$ cat src/rtl/add_serial.sv
// add_serial: multi-cycle ripple adder/subtractor, DIGIT bits per clock.
//
// A WIDTH-bit operand pair is latched on an accepted start. It is then consumed
// LSB digit first through a DIGIT-bit full-adder chain. A registered carry links
// consecutive digits. N = WIDTH/DIGIT RUN cycles are followed by a single DONE cycle.
//
// Optional feature macro: ADD_SERIAL_OVERFLOW_EN
//   defined   -> overflow = carry into MSB XOR carry_out, registered with out
//   undefined -> overflow tied to 0, no extra flops
//
// Ports:
//   clk        in   rising-edge clock
//   rst_n      in   asynchronous active-low reset
//   start      in   operation request, sampled in IDLE or DONE
//   sub        in   0 = add, 1 = subtract (latched with start)
//   a, b       in   WIDTH-bit operands (latched with start)
//   carry_in   in   carry into bit 0 for add, ignored for subtract
//   busy       out  operation in flight (RUN or DONE)
//   done       out  one-cycle pulse when out/carry_out update
//   out        out  WIDTH-bit result, held between done pulses
//   carry_out  out  carry out of bit WIDTH-1 (1 = no borrow on subtract)
//   overflow   out  signed overflow flag
module add_serial #(
    parameter int unsigned WIDTH = 16,
    parameter int unsigned DIGIT = 4
) (
    input  logic             clk,
    input  logic             rst_n,
    input  logic             start,
    input  logic             sub,
    input  logic [WIDTH-1:0] a,
    input  logic [WIDTH-1:0] b,
    input  logic             carry_in,
    output logic             busy,
    output logic             done,
    output logic [WIDTH-1:0] out,
    output logic             carry_out,
    output logic             overflow
);

    localparam int unsigned N     = WIDTH / DIGIT;
    localparam int unsigned CNT_W = (N > 1) ? $clog2(N) : 1;
    localparam logic [CNT_W-1:0] LAST_DIGIT = CNT_W'(N - 1);

    typedef enum logic [1:0] {
        IDLE = 2'd0,
        RUN  = 2'd1,
        DONE = 2'd2
    } state_t;

    state_t             state_q, state_d;
    logic [CNT_W-1:0]   count_q, count_d;
    logic               carry_q, carry_d;
    logic [WIDTH-1:0]   a_q, a_d;
    logic [WIDTH-1:0]   b_q, b_d;
    logic [WIDTH-1:0]   res_q, res_d;
    logic               busy_q, busy_d;
    logic               done_q, done_d;
    logic [WIDTH-1:0]   out_q, out_d;
    logic               cout_q, cout_d;
    logic               accept;

    // Digit adder outputs
    logic [DIGIT-1:0]   dig_sum;
    logic               dig_cout;
`ifdef ADD_SERIAL_OVERFLOW_EN
    logic               dig_cmsb;
    logic               ovf_q, ovf_d;
`endif

    // Single-bit full-adder cell; the digit chain is DIGIT of these in series
    function automatic logic [1:0] full_adder(input logic x, input logic y, input logic ci);
        logic s;
        logic co;
        s  = x ^ y ^ ci;
        co = (x & y) | (ci & (x ^ y));
        return {co, s};
    endfunction

    // DIGIT-bit ripple chain on the low digit of the operand shift registers
    always_comb begin
        logic       c;
        logic [1:0] fa;
        dig_sum = '0;
        c       = carry_q;
        fa      = '0;
`ifdef ADD_SERIAL_OVERFLOW_EN
        dig_cmsb = 1'b0;
`endif
        for (int unsigned i = 0; i < DIGIT; i++) begin
`ifdef ADD_SERIAL_OVERFLOW_EN
            // Carry into the top bit of this digit; only used on the final digit
            if (i == DIGIT - 1) begin
                dig_cmsb = c;
            end
`endif
            fa         = full_adder(a_q[i], b_q[i], c);
            dig_sum[i] = fa[0];
            c          = fa[1];
        end
        dig_cout = c;
    end

    // Next-state and datapath control
    always_comb begin
        state_d = state_q;
        count_d = count_q;
        carry_d = carry_q;
        a_d     = a_q;
        b_d     = b_q;
        res_d   = res_q;
        out_d   = out_q;
        cout_d  = cout_q;
`ifdef ADD_SERIAL_OVERFLOW_EN
        ovf_d   = ovf_q;
`endif
        accept  = 1'b0;

        unique case (state_q)
            IDLE: begin
                if (start) begin
                    accept = 1'b1;
                end
            end
            RUN: begin
                // Operands shift down so the active digit is always at bit 0;
                // the result fills in from the top so it is aligned after N digits.
                a_d     = a_q >> DIGIT;
                b_d     = b_q >> DIGIT;
                res_d   = (res_q >> DIGIT) | (WIDTH'(dig_sum) << (WIDTH - DIGIT));
                carry_d = dig_cout;
                count_d = count_q + CNT_W'(1);
                if (count_q == LAST_DIGIT) begin
                    state_d = DONE;
                    out_d   = res_d;
                    cout_d  = dig_cout;
`ifdef ADD_SERIAL_OVERFLOW_EN
                    ovf_d   = dig_cmsb ^ dig_cout;
`endif
                end
            end
            DONE: begin
                if (start) begin
                    accept = 1'b1;
                end else begin
                    state_d = IDLE;
                end
            end
            default: begin
                state_d = IDLE;
            end
        endcase

        // Subtract is a + ~b + 1: invert b here and force the initial carry
        if (accept) begin
            state_d = RUN;
            a_d     = a;
            b_d     = sub ? ~b : b;
            carry_d = sub | carry_in;
            count_d = '0;
        end

        busy_d = (state_d != IDLE);
        done_d = (state_d == DONE);
    end

    // State and datapath registers
    always_ff @(posedge clk or negedge rst_n) begin
        if (!rst_n) begin
            state_q <= IDLE;
            count_q <= '0;
            carry_q <= 1'b0;
            a_q     <= '0;
            b_q     <= '0;
            res_q   <= '0;
            busy_q  <= 1'b0;
            done_q  <= 1'b0;
            out_q   <= '0;
            cout_q  <= 1'b0;
        end else begin
            state_q <= state_d;
            count_q <= count_d;
            carry_q <= carry_d;
            a_q     <= a_d;
            b_q     <= b_d;
            res_q   <= res_d;
            busy_q  <= busy_d;
            done_q  <= done_d;
            out_q   <= out_d;
            cout_q  <= cout_d;
        end
    end

`ifdef ADD_SERIAL_OVERFLOW_EN
    // Overflow flag register, updated together with out
    always_ff @(posedge clk or negedge rst_n) begin
        if (!rst_n) begin
            ovf_q <= 1'b0;
        end else begin
            ovf_q <= ovf_d;
        end
    end

    assign overflow = ovf_q;
`else
    assign overflow = 1'b0;
`endif

    assign busy      = busy_q;
    assign done      = done_q;
    assign out       = out_q;
    assign carry_out = cout_q;

endmodule

$ cat config.mk
export PLATFORM = sky130hd
export DESIGN_NAME = add_serial
export DESIGN_NICKNAME = d
export VERILOG_FILES = /design/src/rtl/add_serial.sv
export SDC_FILE = /design/constraint.sdc
export NUM_CORES = 1
export LEC_CHECK = 0
export CAP_MARGIN = 20
export CORE_ASPECT_RATIO = 0.6
export CORE_MARGIN = 1.5
export CORE_UTILIZATION = 51
export DETAILED_ROUTE_END_ITERATION = 8
export PLACE_DENSITY = 0.85
export SLEW_MARGIN = 20
export SYNTH_ARGS = -nofsm -noshare
export SYNTH_HDL_FRONTEND = slang
export SYNTH_SLANG_ARGS = --single-unit
export TNS_END_PERCENT = 50
$ cat constraint.sdc
create_clock -name clk -period 2.8 [get_ports clk]
set_input_delay 0.28 -clock clk [delete_from_list [all_inputs] [get_ports clk]]
set_output_delay 0.28 -clock clk [all_outputs]
set_load 0.05 [all_outputs]
==> results.txt <==
----------------------------------------------------
[Route]
  Detailed-route via count ... between 2000 and 2500
  DR vias/cell ... about 5.1
  DRC Markers ... 0
  Total detailed-routing wirelength ... approximately 5.8 mm
  Avg WL per Cell ... 13.4 microns
  First-pass detailed-route iteration total ... 4
  Detail Route Antenna Nets ... 0
  DRC marker count from the first detailed-route iteration ... 107

[Timing]
  Worst hold slack after final layout ... 16.9 ps
  Setup repair after global routing missed its margin ... false
  Total setup violations reported at the end of the flow ... 0
  Fin. max-slew vios ... 0
  Shortest clock period the worst path allows after layout ... around 2200 ps
  Clock skew after layout ... a little under 7 ps
  Post-route clock period utilization ... 79.5%
  Final Hold Violating Endpoints ... 0
  Slew Limit Headroom ... around two fifths
  Slew at the pin closest to its max-slew limit ... just over 900 ps
  Setup tns final ... 0 ps
  Achievable frequency ... between 400 and 500 MHz

[Critical path]
  Startpoint type of the worst setup path ... flip-flop
  CP required ... around 3000 ps
  Critical Path Most Common Cell ... sky130_fd_sc_hd__fa_1
  Biggest fanout along the worst timing path ... 2
  Worst path slowest cell ... sky130_fd_sc_hd__fa_1
  Crit path kind ... flip-flop to flip-flop
  Cell type group with the largest total delay on the critical path ... adder cells
  Kind of capture point of the worst setup path ... flip-flop
  CP peak stage delay ... 430 ps
  Critical path buffers and inverters ... 3
  Arr. time, crit path ... 2490 ps
  Series of cell instances along the critical path ... fa_1 -> inv_1 -> fa_1 -> inv_1 -> fa_1 -> inv_1 -> fa_1 -> o21ai_0

[Floorplan]
  Die H ... slightly above 60 microns
  Die outline area ... 0.00630 sq mm
  Count of pins on the block boundary ... 57
  Starting Density ... between 50% and 60%
  Placeable core area ... between 0.005 and 0.006 sq mm
  X dimension of the die ... between 100 and 150 microns
  Row count ... 21

[Power and ir drop]
  Power density of the placed cells ... 1240 mW/mm^2
  Max rail drop VDD ... around 0.48 mV
  Static leakage power ... between 1.5 and 2 nW

[Yosys]
  Synthesized netlist net count ... about 330
  Gate Count Post-Synth ... roughly 290
  Post-synthesis cell area ... slightly below 0.003 sq mm
  Mean instance size in the synthesized netlist ... around 10 sq um
  Fraction of the yosys area taken by sequential cells ... between 50 and 60%
  Register bit count reported by yosys ... 68
  Yosys warning total ... 0
  Number of library cell types mapped by synthesis ... 25

[CTS]
  Cts bufs inserted ... 9
  Number of sinks driven by the clock tree ... 68
  Count of buffers added by post-CTS timing repair for setup ... 0
  Maximum number of buffers from clock root to sink ... 2
  Clock network latency to the later pin of the worst-skew pair ... ~340 ps
  # resized after CTS ... 0
  H-tree depth ... 3
  Clk pin slew, worst setup/hold paths ... around 70 ps
  Clock root cell ... sky130_fd_sc_hd__clkbuf_8
  TritonCTS clock tree ... yes
  Hold buffers post-CTS ... 0

[Finish]
  Layout cells sized above 1 ... a little over a tenth
  Most frequent standard cell in the layout excluding fill and tap cells ... sky130_fd_sc_hd__nand2_1
  Final layout net count ... approximately 390
  Area taken by multi-input logic gates ... 0.00112 sq mm
  Storage cell area ... between 0.0015 and 0.002 sq mm
  Most frequent cells in the layout ... sky130_fd_sc_hd__nand2_1 (83), sky130_fd_sc_hd__dfrtp_1 (68), sky130_fd_sc_hd__clkdlybuf4s50_1 (54), sky130_fd_sc_hd__nor2_1 (20), sky130_fd_sc_hd__a31oi_1 (20)
  ANT cells ... 0
  Layout area overhead ... 26.7%
  Count of fill cells added during filler insertion ... around 430

[GRT]
  Number of antenna violations at the first check in global routing ... 0
  Vias in the first global route ... approximately 2000
  Global-route usage over all layers ... about a fifth
  Pin count of the biggest net entering global routing ... 49
  Remaining global-route overflow ... 0
  Global-route wire length before repair ... around 10 mm

[Place]
  HPWL Detailed ... just over 4 mm
  Weighted congestion reported at the end of routability-driven placement ... ~0.83
  IO Port Bufs ... 55

[Status]
  Run status ... finished, final reports clean

[Worst hold path]
  Type of the worst min-delay path ... primary input to async pin

[Run]
  Number of maximum-capacitance constraint violations ... 0

----------------------------------------------------
## final cells by class
cell class / instances / share of cell area [%]
well taps: 80 / 2.66
clock buffers: 12 / 4.13
clock inverters: 4 / 1.26
repair buffers: 62 / 15.9
flip-flops and latches: 68 / 45.2
inverters: 10 / 0.998
multi-input cells: 193 / 29.8
## where the power goes
part	internal, W	total (W)	switching [W]
clock	0.000457	0.000812	0.000356
sequential	0.00146	0.00172	0.000263
combinational	0.000804	0.00212	0.00132
total	0.00272	0.00465	0.00194
## cell families after synthesis
group | share of synthesized area, %
buffers and inverters | 4.93
multiplexers | 5.31
AO/OA/AOI/OAI | 9.44
flip-flops | 57.3
adder cells (fa/ha/maj) | 3.12
AND/OR/NAND/NOR | 15.0
other | 0.126
XOR/XNOR | 4.72
## final timing paths
check / from / to / slack, ps / cells past startpoint
setup / recovery: carry_q / out[15] / 570 / 8
hold / removal: rst_n / a_q[3] / 20 / 1
setup reg to reg: carry_q / out[15] / 570 / 8
hold reg to reg: res_q[4] / res_q[4] / 480 / 2
max in group asynchronous: rst_n / a_q[6] / 2060 / 2
min in group clk: res_q[4] / res_q[4] / 480 / 2
## registers in the layout (all words and copies together) (netlist names)
register / count
busy: 1
b_q: 16
carry_q: 1
count_q: 2
out: 16
state_q: 2
carry_out: 1
done: 1
a_q: 16
res_q: 12
## routing by layer
layer  wire length, microns  GRT usage, %
met1                   2660          30.3
met2                   2550          27.9
met4                     97          8.51
met3                    450          7.66
met5                      0             0
## stage by stage
step	instance area [sq um]	setup slack [ps]	util (%)	cells	total power [W]
floorplan	2970	721	-	291	0.00323
global placement	3560	652	63.6	413	0.00378
detailed placement	3560	593	63.6	413	0.00387
CTS	3760	571	67.2	429	0.00469
global route	3760	431	67.2	429	0.00499
finish	3760	574	67.2	429	0.00465
## worst reg2reg max path, cell delays in order (launching register included)
cell	delay (ps)
sky130_fd_sc_hd__dfrtp_1	400
sky130_fd_sc_hd__fa_1	430
sky130_fd_sc_hd__inv_1	80
sky130_fd_sc_hd__fa_1	160
sky130_fd_sc_hd__inv_1	50
sky130_fd_sc_hd__fa_1	350
sky130_fd_sc_hd__inv_1	80
sky130_fd_sc_hd__fa_1	420
sky130_fd_sc_hd__o21ai_0	180
## cells in the mapped netlist
library cell | number | area (sq um)
sky130_fd_sc_hd__o21ai_0 | 10 | 50.1
sky130_fd_sc_hd__conb_1 | 1 | 3.75
sky130_fd_sc_hd__a22oi_1 | 4 | 30.0
sky130_fd_sc_hd__buf_6 | 1 | 11.3
sky130_fd_sc_hd__a31oi_1 | 20 | 125
sky130_fd_sc_hd__nand3_1 | 4 | 20.0
sky130_fd_sc_hd__nor2_1 | 20 | 75.1
sky130_fd_sc_hd__inv_1 | 10 | 37.5
sky130_fd_sc_hd__dfrtp_1 | 68 | 1700
sky130_fd_sc_hd__ha_1 | 1 | 12.5
sky130_fd_sc_hd__mux2_2 | 14 | 158
sky130_fd_sc_hd__a22o_1 | 6 | 52.6
sky130_fd_sc_hd__o211ai_1 | 1 | 7.51
sky130_fd_sc_hd__clkbuf_1 | 4 | 15.0
sky130_fd_sc_hd__nand2_1 | 83 | 312
sky130_fd_sc_hd__nor2_2 | 1 | 6.26
sky130_fd_sc_hd__a21oi_1 | 3 | 15.0
sky130_fd_sc_hd__nand2b_1 | 2 | 12.5
sky130_fd_sc_hd__fa_1 | 4 | 80.1
sky130_fd_sc_hd__buf_2 | 12 | 60.1
sky130_fd_sc_hd__nor2b_1 | 1 | 6.26
sky130_fd_sc_hd__xor2_1 | 16 | 140
sky130_fd_sc_hd__nand3b_1 | 1 | 7.51
sky130_fd_sc_hd__and2b_1 | 1 | 7.51
sky130_fd_sc_hd__buf_4 | 3 | 22.5
No activity file was read; power rests on OpenSTA's default activity.
